### src/rtl/cp_multi_dispatcher.sv
// Coprocessor dispatcher: decodes ID/EX instructions, routes each one to one of CP_NUM
// valid/ready channels, tracks the single outstanding op with a timeout, and writes results back.
module cp_multi_dispatcher #(
  parameter int DATA_WIDTH     = 64,
  parameter int INST_WIDTH     = 32,
  parameter int CP_NUM         = 4,
  parameter int TIMEOUT_CYCLES = 256,
  parameter int CNT_WIDTH      = 16
) (
  input  logic                           clk,
  input  logic                           rst_n,
  input  logic [INST_WIDTH-1:0]          inst,
  input  logic                           inst_valid,
  input  logic [DATA_WIDTH-1:0]          rs1_data,
  input  logic [DATA_WIDTH-1:0]          rs2_data,
  input  logic                           pipeline_stall,
  input  logic                           flush,
  output logic                           cp_detected,
  output logic                           stall_req,
  output logic [CP_NUM-1:0]              cp_req_valid,
  input  logic [CP_NUM-1:0]              cp_req_ready,
  output logic [INST_WIDTH-1:0]          cp_instruction,
  output logic [DATA_WIDTH-1:0]          cp_operand_a,
  output logic [DATA_WIDTH-1:0]          cp_operand_b,
  input  logic [CP_NUM-1:0]              cp_resp_valid,
  input  logic [CP_NUM*DATA_WIDTH-1:0]   cp_resp_data,
  input  logic [CP_NUM-1:0]              cp_resp_exception,
  output logic                           wb_valid,
  output logic [4:0]                     wb_addr,
  output logic [DATA_WIDTH-1:0]          wb_data,
  output logic                           exc_valid,
  output logic [1:0]                     exc_cause,
  output logic                           spurious_resp,
  output logic [CP_NUM*CNT_WIDTH-1:0]    cp_op_count
);

  localparam int              TW    = $clog2(TIMEOUT_CYCLES);
  localparam logic [TW-1:0]   TMAX  = TW'(TIMEOUT_CYCLES - 1);
  localparam logic [2:0]      NUM3  = 3'(CP_NUM);

  typedef enum logic [2:0] {S_IDLE, S_ISSUE, S_WAIT, S_DONE, S_EXC} state_t;

  state_t                  r_state, w_next;
  logic [INST_WIDTH-1:0]   r_inst;
  logic [DATA_WIDTH-1:0]   r_op_a, r_op_b, r_data;
  logic [1:0]              r_ch, r_cause, w_cause;
  logic                    r_wb_en, r_abort, r_spurious;
  logic [TW-1:0]           r_tcnt;
  logic [CNT_WIDTH-1:0]    r_cnt [CP_NUM];

  logic [1:0]              w_dec_ch;
  logic                    w_dec_hit, w_dec_wb_en, w_accept;
  logic [CP_NUM-1:0]       w_onehot;
  logic [DATA_WIDTH-1:0]   w_resp_data;
  logic                    w_ready, w_resp_hit, w_resp_exc, w_timeout, w_abort, w_spur_hit;

  always_comb begin
    w_dec_hit = 1'b0;
    w_dec_ch  = 2'd0;
    case (inst[6:0])
      7'b1110011: begin w_dec_hit = (inst[14:12] != 3'd0); w_dec_ch = 2'd0; end
      7'b1010011, 7'b0000111, 7'b0100111: begin w_dec_hit = 1'b1; w_dec_ch = 2'd1; end
      7'b0001011: begin w_dec_hit = 1'b1; w_dec_ch = 2'd2; end
      7'b0101011: begin w_dec_hit = 1'b1; w_dec_ch = 2'd3; end
      default: ;
    endcase
  end

  assign cp_detected = w_dec_hit && ({1'b0, w_dec_ch} < NUM3);
  assign w_dec_wb_en = (w_dec_ch != 2'd1) && (inst[11:7] != 5'd0);
  assign w_accept    = inst_valid && cp_detected && !pipeline_stall && !flush;

  always_comb begin
    w_onehot    = '0;
    w_resp_data = '0;
    for (int i = 0; i < CP_NUM; i++) begin
      if (r_ch == 2'(i)) begin
        w_onehot[i] = 1'b1;
        w_resp_data = cp_resp_data[i*DATA_WIDTH +: DATA_WIDTH];
      end
    end
  end

  assign w_ready    = |(cp_req_ready & w_onehot);
  assign w_resp_hit = |(cp_resp_valid & w_onehot);
  assign w_resp_exc = |(cp_resp_exception & w_onehot);
  assign w_timeout  = (r_tcnt == TMAX);
  assign w_abort    = r_abort || flush;
  assign w_spur_hit = (r_state == S_IDLE) ? |cp_resp_valid : |(cp_resp_valid & ~w_onehot);

  always_ff @(posedge clk or negedge rst_n) begin
    if (!rst_n) r_state <= S_IDLE;
    else        r_state <= w_next;
  end

  // A handshake or response in the timeout cycle takes priority over the timeout.
  always_comb begin
    w_next  = r_state;
    w_cause = 2'd0;
    case (r_state)
      S_IDLE:  if (w_accept) w_next = S_ISSUE;
      S_ISSUE: begin
        if (flush)          w_next = S_IDLE;
        else if (w_ready)   w_next = S_WAIT;
        else if (w_timeout) begin w_next = S_EXC; w_cause = 2'd2; end
      end
      S_WAIT: begin
        if (w_resp_hit) begin
          if (w_abort)         w_next = S_IDLE;
          else if (w_resp_exc) begin w_next = S_EXC; w_cause = 2'd1; end
          else                 w_next = S_DONE;
        end else if (w_timeout) begin
          if (w_abort) w_next = S_IDLE;
          else begin w_next = S_EXC; w_cause = 2'd2; end
        end
      end
      S_DONE:  w_next = S_IDLE;
      S_EXC:   w_next = S_IDLE;
      default: w_next = S_IDLE;
    endcase
  end

  always_ff @(posedge clk or negedge rst_n) begin
    if (!rst_n) begin
      r_inst     <= '0;
      r_op_a     <= '0;
      r_op_b     <= '0;
      r_data     <= '0;
      r_ch       <= 2'd0;
      r_wb_en    <= 1'b0;
      r_abort    <= 1'b0;
      r_cause    <= 2'd0;
      r_tcnt     <= '0;
      r_spurious <= 1'b0;
    end else begin
      if (r_state == S_IDLE && w_accept) begin
        r_inst  <= inst;
        r_op_a  <= rs1_data;
        r_op_b  <= rs2_data;
        r_ch    <= w_dec_ch;
        r_wb_en <= w_dec_wb_en;
        r_abort <= 1'b0;
        r_tcnt  <= '0;
      end else if (r_state == S_ISSUE || r_state == S_WAIT) begin
        r_tcnt <= r_tcnt + TW'(1);
      end
      if (r_state == S_WAIT && flush)      r_abort <= 1'b1;
      if (r_state == S_WAIT && w_resp_hit) r_data  <= w_resp_data;
      if (w_next == S_EXC)                 r_cause <= w_cause;
      if (w_spur_hit)                      r_spurious <= 1'b1;
    end
  end

  // Completion counters only advance in DONE, so aborted and excepting ops never count.
  always_ff @(posedge clk or negedge rst_n) begin
    if (!rst_n) begin
      for (int i = 0; i < CP_NUM; i++) r_cnt[i] <= '0;
    end else if (r_state == S_DONE) begin
      for (int i = 0; i < CP_NUM; i++)
        if (r_ch == 2'(i) && r_cnt[i] != '1) r_cnt[i] <= r_cnt[i] + CNT_WIDTH'(1);
    end
  end

  for (genvar g = 0; g < CP_NUM; g++) begin : g_cnt
    assign cp_op_count[g*CNT_WIDTH +: CNT_WIDTH] = r_cnt[g];
  end

  assign stall_req      = (r_state == S_IDLE && inst_valid && cp_detected) ||
                          (r_state == S_ISSUE) || (r_state == S_WAIT);
  assign cp_req_valid   = (r_state == S_ISSUE && !flush) ? w_onehot : '0;
  assign cp_instruction = r_inst;
  assign cp_operand_a   = r_op_a;
  assign cp_operand_b   = r_op_b;
  assign wb_valid       = (r_state == S_DONE) && r_wb_en;
  assign wb_addr        = r_inst[11:7];
  assign wb_data        = r_data;
  assign exc_valid      = (r_state == S_EXC);
  assign exc_cause      = r_cause;
  assign spurious_resp  = r_spurious;

endmodule

### config.mk
export PLATFORM = sky130hd
export DESIGN_NAME = cp_multi_dispatcher
export DESIGN_NICKNAME = d
export VERILOG_FILES = /design/src/rtl/cp_multi_dispatcher.sv
export SDC_FILE = /design/constraint.sdc
export NUM_CORES = 1
export LEC_CHECK = 0
export CAP_MARGIN = 10
export CORE_AREA = 5 5 281 283
export DETAILED_ROUTE_END_ITERATION = 8
export DIE_AREA = 0 0 286 288
export PLACE_DENSITY = 0.47
export SYNTH_ARGS = -nofsm -noshare
export SYNTH_HDL_FRONTEND = slang
export SYNTH_SLANG_ARGS = --single-unit
### constraint.sdc
create_clock -name clk -period 2.9 [get_ports clk]
set_clock_uncertainty 0.1 [all_clocks]
set_input_delay 0.58 -clock clk [delete_from_list [all_inputs] [get_ports clk]]
set_output_delay 0.58 -clock clk [all_outputs]
set_load 0.02 [all_outputs]
==> flow_summary.yaml <==
worst_setup_path:
  start_kind: "primary input"
  cpPeakStageDelay_ns: 0.50
  reg2reg_to: "exc_cause[0]"
  r2r-start: "r_ch[0]"
  worstPathCellList: "clkdlybuf4s50_1 > nor3b_1 > o21a_1 > or2_2 > a31o_2 > buf_4"
  slowest_stage: "clkdlybuf4s50_1"
  cp-end-kind: "output port"
  crit_type: "primary input to output port"
  path_max_fanout: 5
  reg2reg_depth: 5
  cp.required_ns: 2.22
  r2r_setup_slack_ns: 0.47
  crit_arrival_ns: 2.16
hold_path:
  holdPathStages: 2
  worst_hold_startpoint: "inst[14]"
  hold_class: "primary input to flip-flop"
  whs_endpoint: "cp_instruction[14]"
outcome:
  outcome: "complete, no violations"
finish:
  drive_gt1_share_pct: 21.5
  final_core_util_pct: 31.8
  stdcell_area_um2: 24300
  nets: 2178
  area_growth_pct: 73.8
  final_cells: 2765
routing:
  routedWlPerCell_um: 23.5
  drc: 0
  ant_nets: 0
  drt-total-wl_mm: 65.0
  dr.pass1.iters: 4
  viasPerCell: 4.09
  first_iter_violations: 328
  num_vias: 11314
synth:
  ys_async_sr_fraction_pct: 100
  seq_area_frac_synth_pct: 54.7
  synth_cell_types: 64
  synthCells: 956
  synth_seq_cells: 306
  avgSynthCellArea_um2: 14.6
  synth_edf_count: 0
  syn_area_um2: 14000
  synth_fp_nets: 1394
  synth-main-ff-cell: "dfrtp_1"
  yosys_warnings: 0
floorplanning:
  start_util_pct: 18.3
  die_w_um: 286
  rows: 102
  die-area_um2: 82400
  num_io_pins: 737
  die_height_um: 288
  core_area_um2: 76400
sta:
  slew_violations: 0
  period_needed_ns: 2.84
  worstMarginPinSlew_ns: 0.739
  hold_viol: 0
  post-route-period-util_pct: 98.0
  max_freq_ghz: 0.352
  maxSlewHeadroom_pct: 50.5
  rsz0062_at_grt: "no"
  setup_viol: 0
cts:
  cts-root-buf: "clkbuf_16"
  clkTransAtPathRegs_ns: 0.06
  cts_tree: "yes"
  insertion_delay_ns: 0.55
  cts.sinks: 306
  cts_buffer_depth: 3
  numCtsBuffers: 41
  cts_max_level: 2
global_routing:
  grt_overflow: 0
  grt_pass1_vias: 12385
  grt_pass1_wl_mm: 91.2
  grt_usage_pct: 15.0
  grt_max_degree: 66
  antenna_found_initial: 10
power_and_ir_drop:
  leakage_nw: 10.4
  p_int_mw: 9.36
  p_clk_share_pct: 39.5
  power_density_nw_per_um2: 530
  p_switching_mw: 3.53
  ir_drop_mv: 0.300
  combPwrFrac_pct: 22.8
  switching_share_pct: 27.4
  seq_power_share_pct: 37.7
placement:
  place.gp.congestion: 0.909
  dp_hpwl_mm: 52.5
  place_inst: 2683
  dpl_cell_area_um2: 22900
  port_buffers: 736
job:
  drv_cap: 0
## per-layer routing
layer  vias up  track usage [%]  routed length (µm)
met5         -                0                   0
met2       450             25.6               32400
met4         0             5.60                2290
met1      5662             18.2               25500
met3        93             3.90                4740
li1       5109                -                   -
## cells by family after synthesis
family | synth area share (%)
flip-flops | 54.7
multiplexers | 28.9
AND/OR/NAND/NOR | 7.39
buffers and inverters | 2.52
XOR/XNOR | 4.07
AO/OA/AOI/OAI | 1.96
adder cells (fa/ha/maj) | 0.447
## worst max-delay path, delay by kind of cell
kind,cells,cell delay (ns)
AOI/OAI and AO/OA,2,0.44
buffers and inverters,2,0.65
and+or+nand+nor,2,0.50
## synthesized netlist by cell type, drive strengths merged (2+ instances only)
master  instances  area share, %
or4             4           0.21
a31oi           4           0.22
or2             5           0.22
inv             8           0.21
xor2           21            1.3
nor4b           3           0.23
a211oi          2           0.14
nor4            4           0.18
a21oi           7           0.28
nor2b           2          0.089
o21ai           6           0.21
and3           15           0.67
or3             4           0.18
nor2           40            1.1
mux4           67             11
and4            3           0.19
nand2          42            1.1
a311o           2           0.14
o31ai           2           0.11
ha              5           0.45
clkbuf          8           0.21
nand3          18           0.64
nand2b          2          0.089
dfrtp         306             55
xnor2          44            2.8
mux2          225             18
nor3           10           0.47
nand4          32            1.5
buf            43            2.1
## through the flow
stage	total power [mW]	hold slack [ns]	setup slack, ns	setup TNS (ns)
after global routing	13.5	0.179	0.00456	0
after global placement	7.90	0.349	-0.603	-15.50
after CTS	13.2	0.376	0.0139	0
final	12.9	0.215	0.0566	0
after floorplan	6.14	0.184	0.547	0
after detailed placement	7.93	0.362	-0.529	-17.59
## final cells by class
| type | count | area, µm² |
|---|---|---|
| Sequential cell | 306 | 7660 |
| Fill cell | 7586 | 52100 |
| Tap cell | 988 | 1240 |
| Antenna cell | 8 | 20.0 |
| Clock inverter | 15 | 193 |
| Timing Repair Buffer | 792 | 8000 |
| Multi-Input combinational cell | 590 | 6030 |
| Clock buffer | 57 | 1140 |
| Inverter | 9 | 33.8 |
## timing repair
action	in CTS	in global routing
hold endpoints to repair	51	0
pin swaps	1	2
endpoints found under the setup margin	4	3
hold buffers	1	0
buffers inserted	1	0
gates resized for setup	15	8
## layout by cell type (no fill, tap or decap), types with 11 or more instances in the layout
cell             instances
and3_1                  15
buf_12                  17
buf_4                   42
clkbuf_1                11
clkbuf_16               41
clkdlybuf4s50_1        723
dfrtp_1                304
mux2_1                  63
mux2_2                 162
mux4_2                  67
nand2_1                 41
nand3_1                 18
nand4_1                 31
nor2_1                  35
xnor2_1                 44
xor2_1                  21
## power groups by stage
stage          clock network (mW)  registers, mW  logic (mW)
2_1_floorplan                   0           5.21       0.932
3_3_place_gp                    0           4.93        2.97
3_5_place_dp                    0           4.94        2.99
4_1_cts                      5.32           4.87        3.01
5_1_grt                      5.46           4.91        3.13
6_report                     5.08           4.86        2.94
## flip-flops by register name (all words and copies together), names as in the netlist
name and count:
cp_op_count 64, cp_operand_a 64, cp_operand_b 64, wb_data 64, cp_instruction 32, r_tcnt 8
r_state 3, exc_cause 2, r_ch 2, r_abort 1, r_wb_en 1, spurious_resp 1
## worst max path at each step
stage | endpoint | startpoint | depth (start not counted)
2_1_floorplan | stall_req | inst[13] | 5
3_3_place_gp | stall_req | inst[13] | 7
3_5_place_dp | stall_req | inst[13] | 7
4_1_cts | cp_req_valid[2] | flush | 6
5_1_grt | exc_valid | r_state[1] | 3
6_report | stall_req | inst[2] | 6
Note: power is estimated with default switching activity, not from simulation.
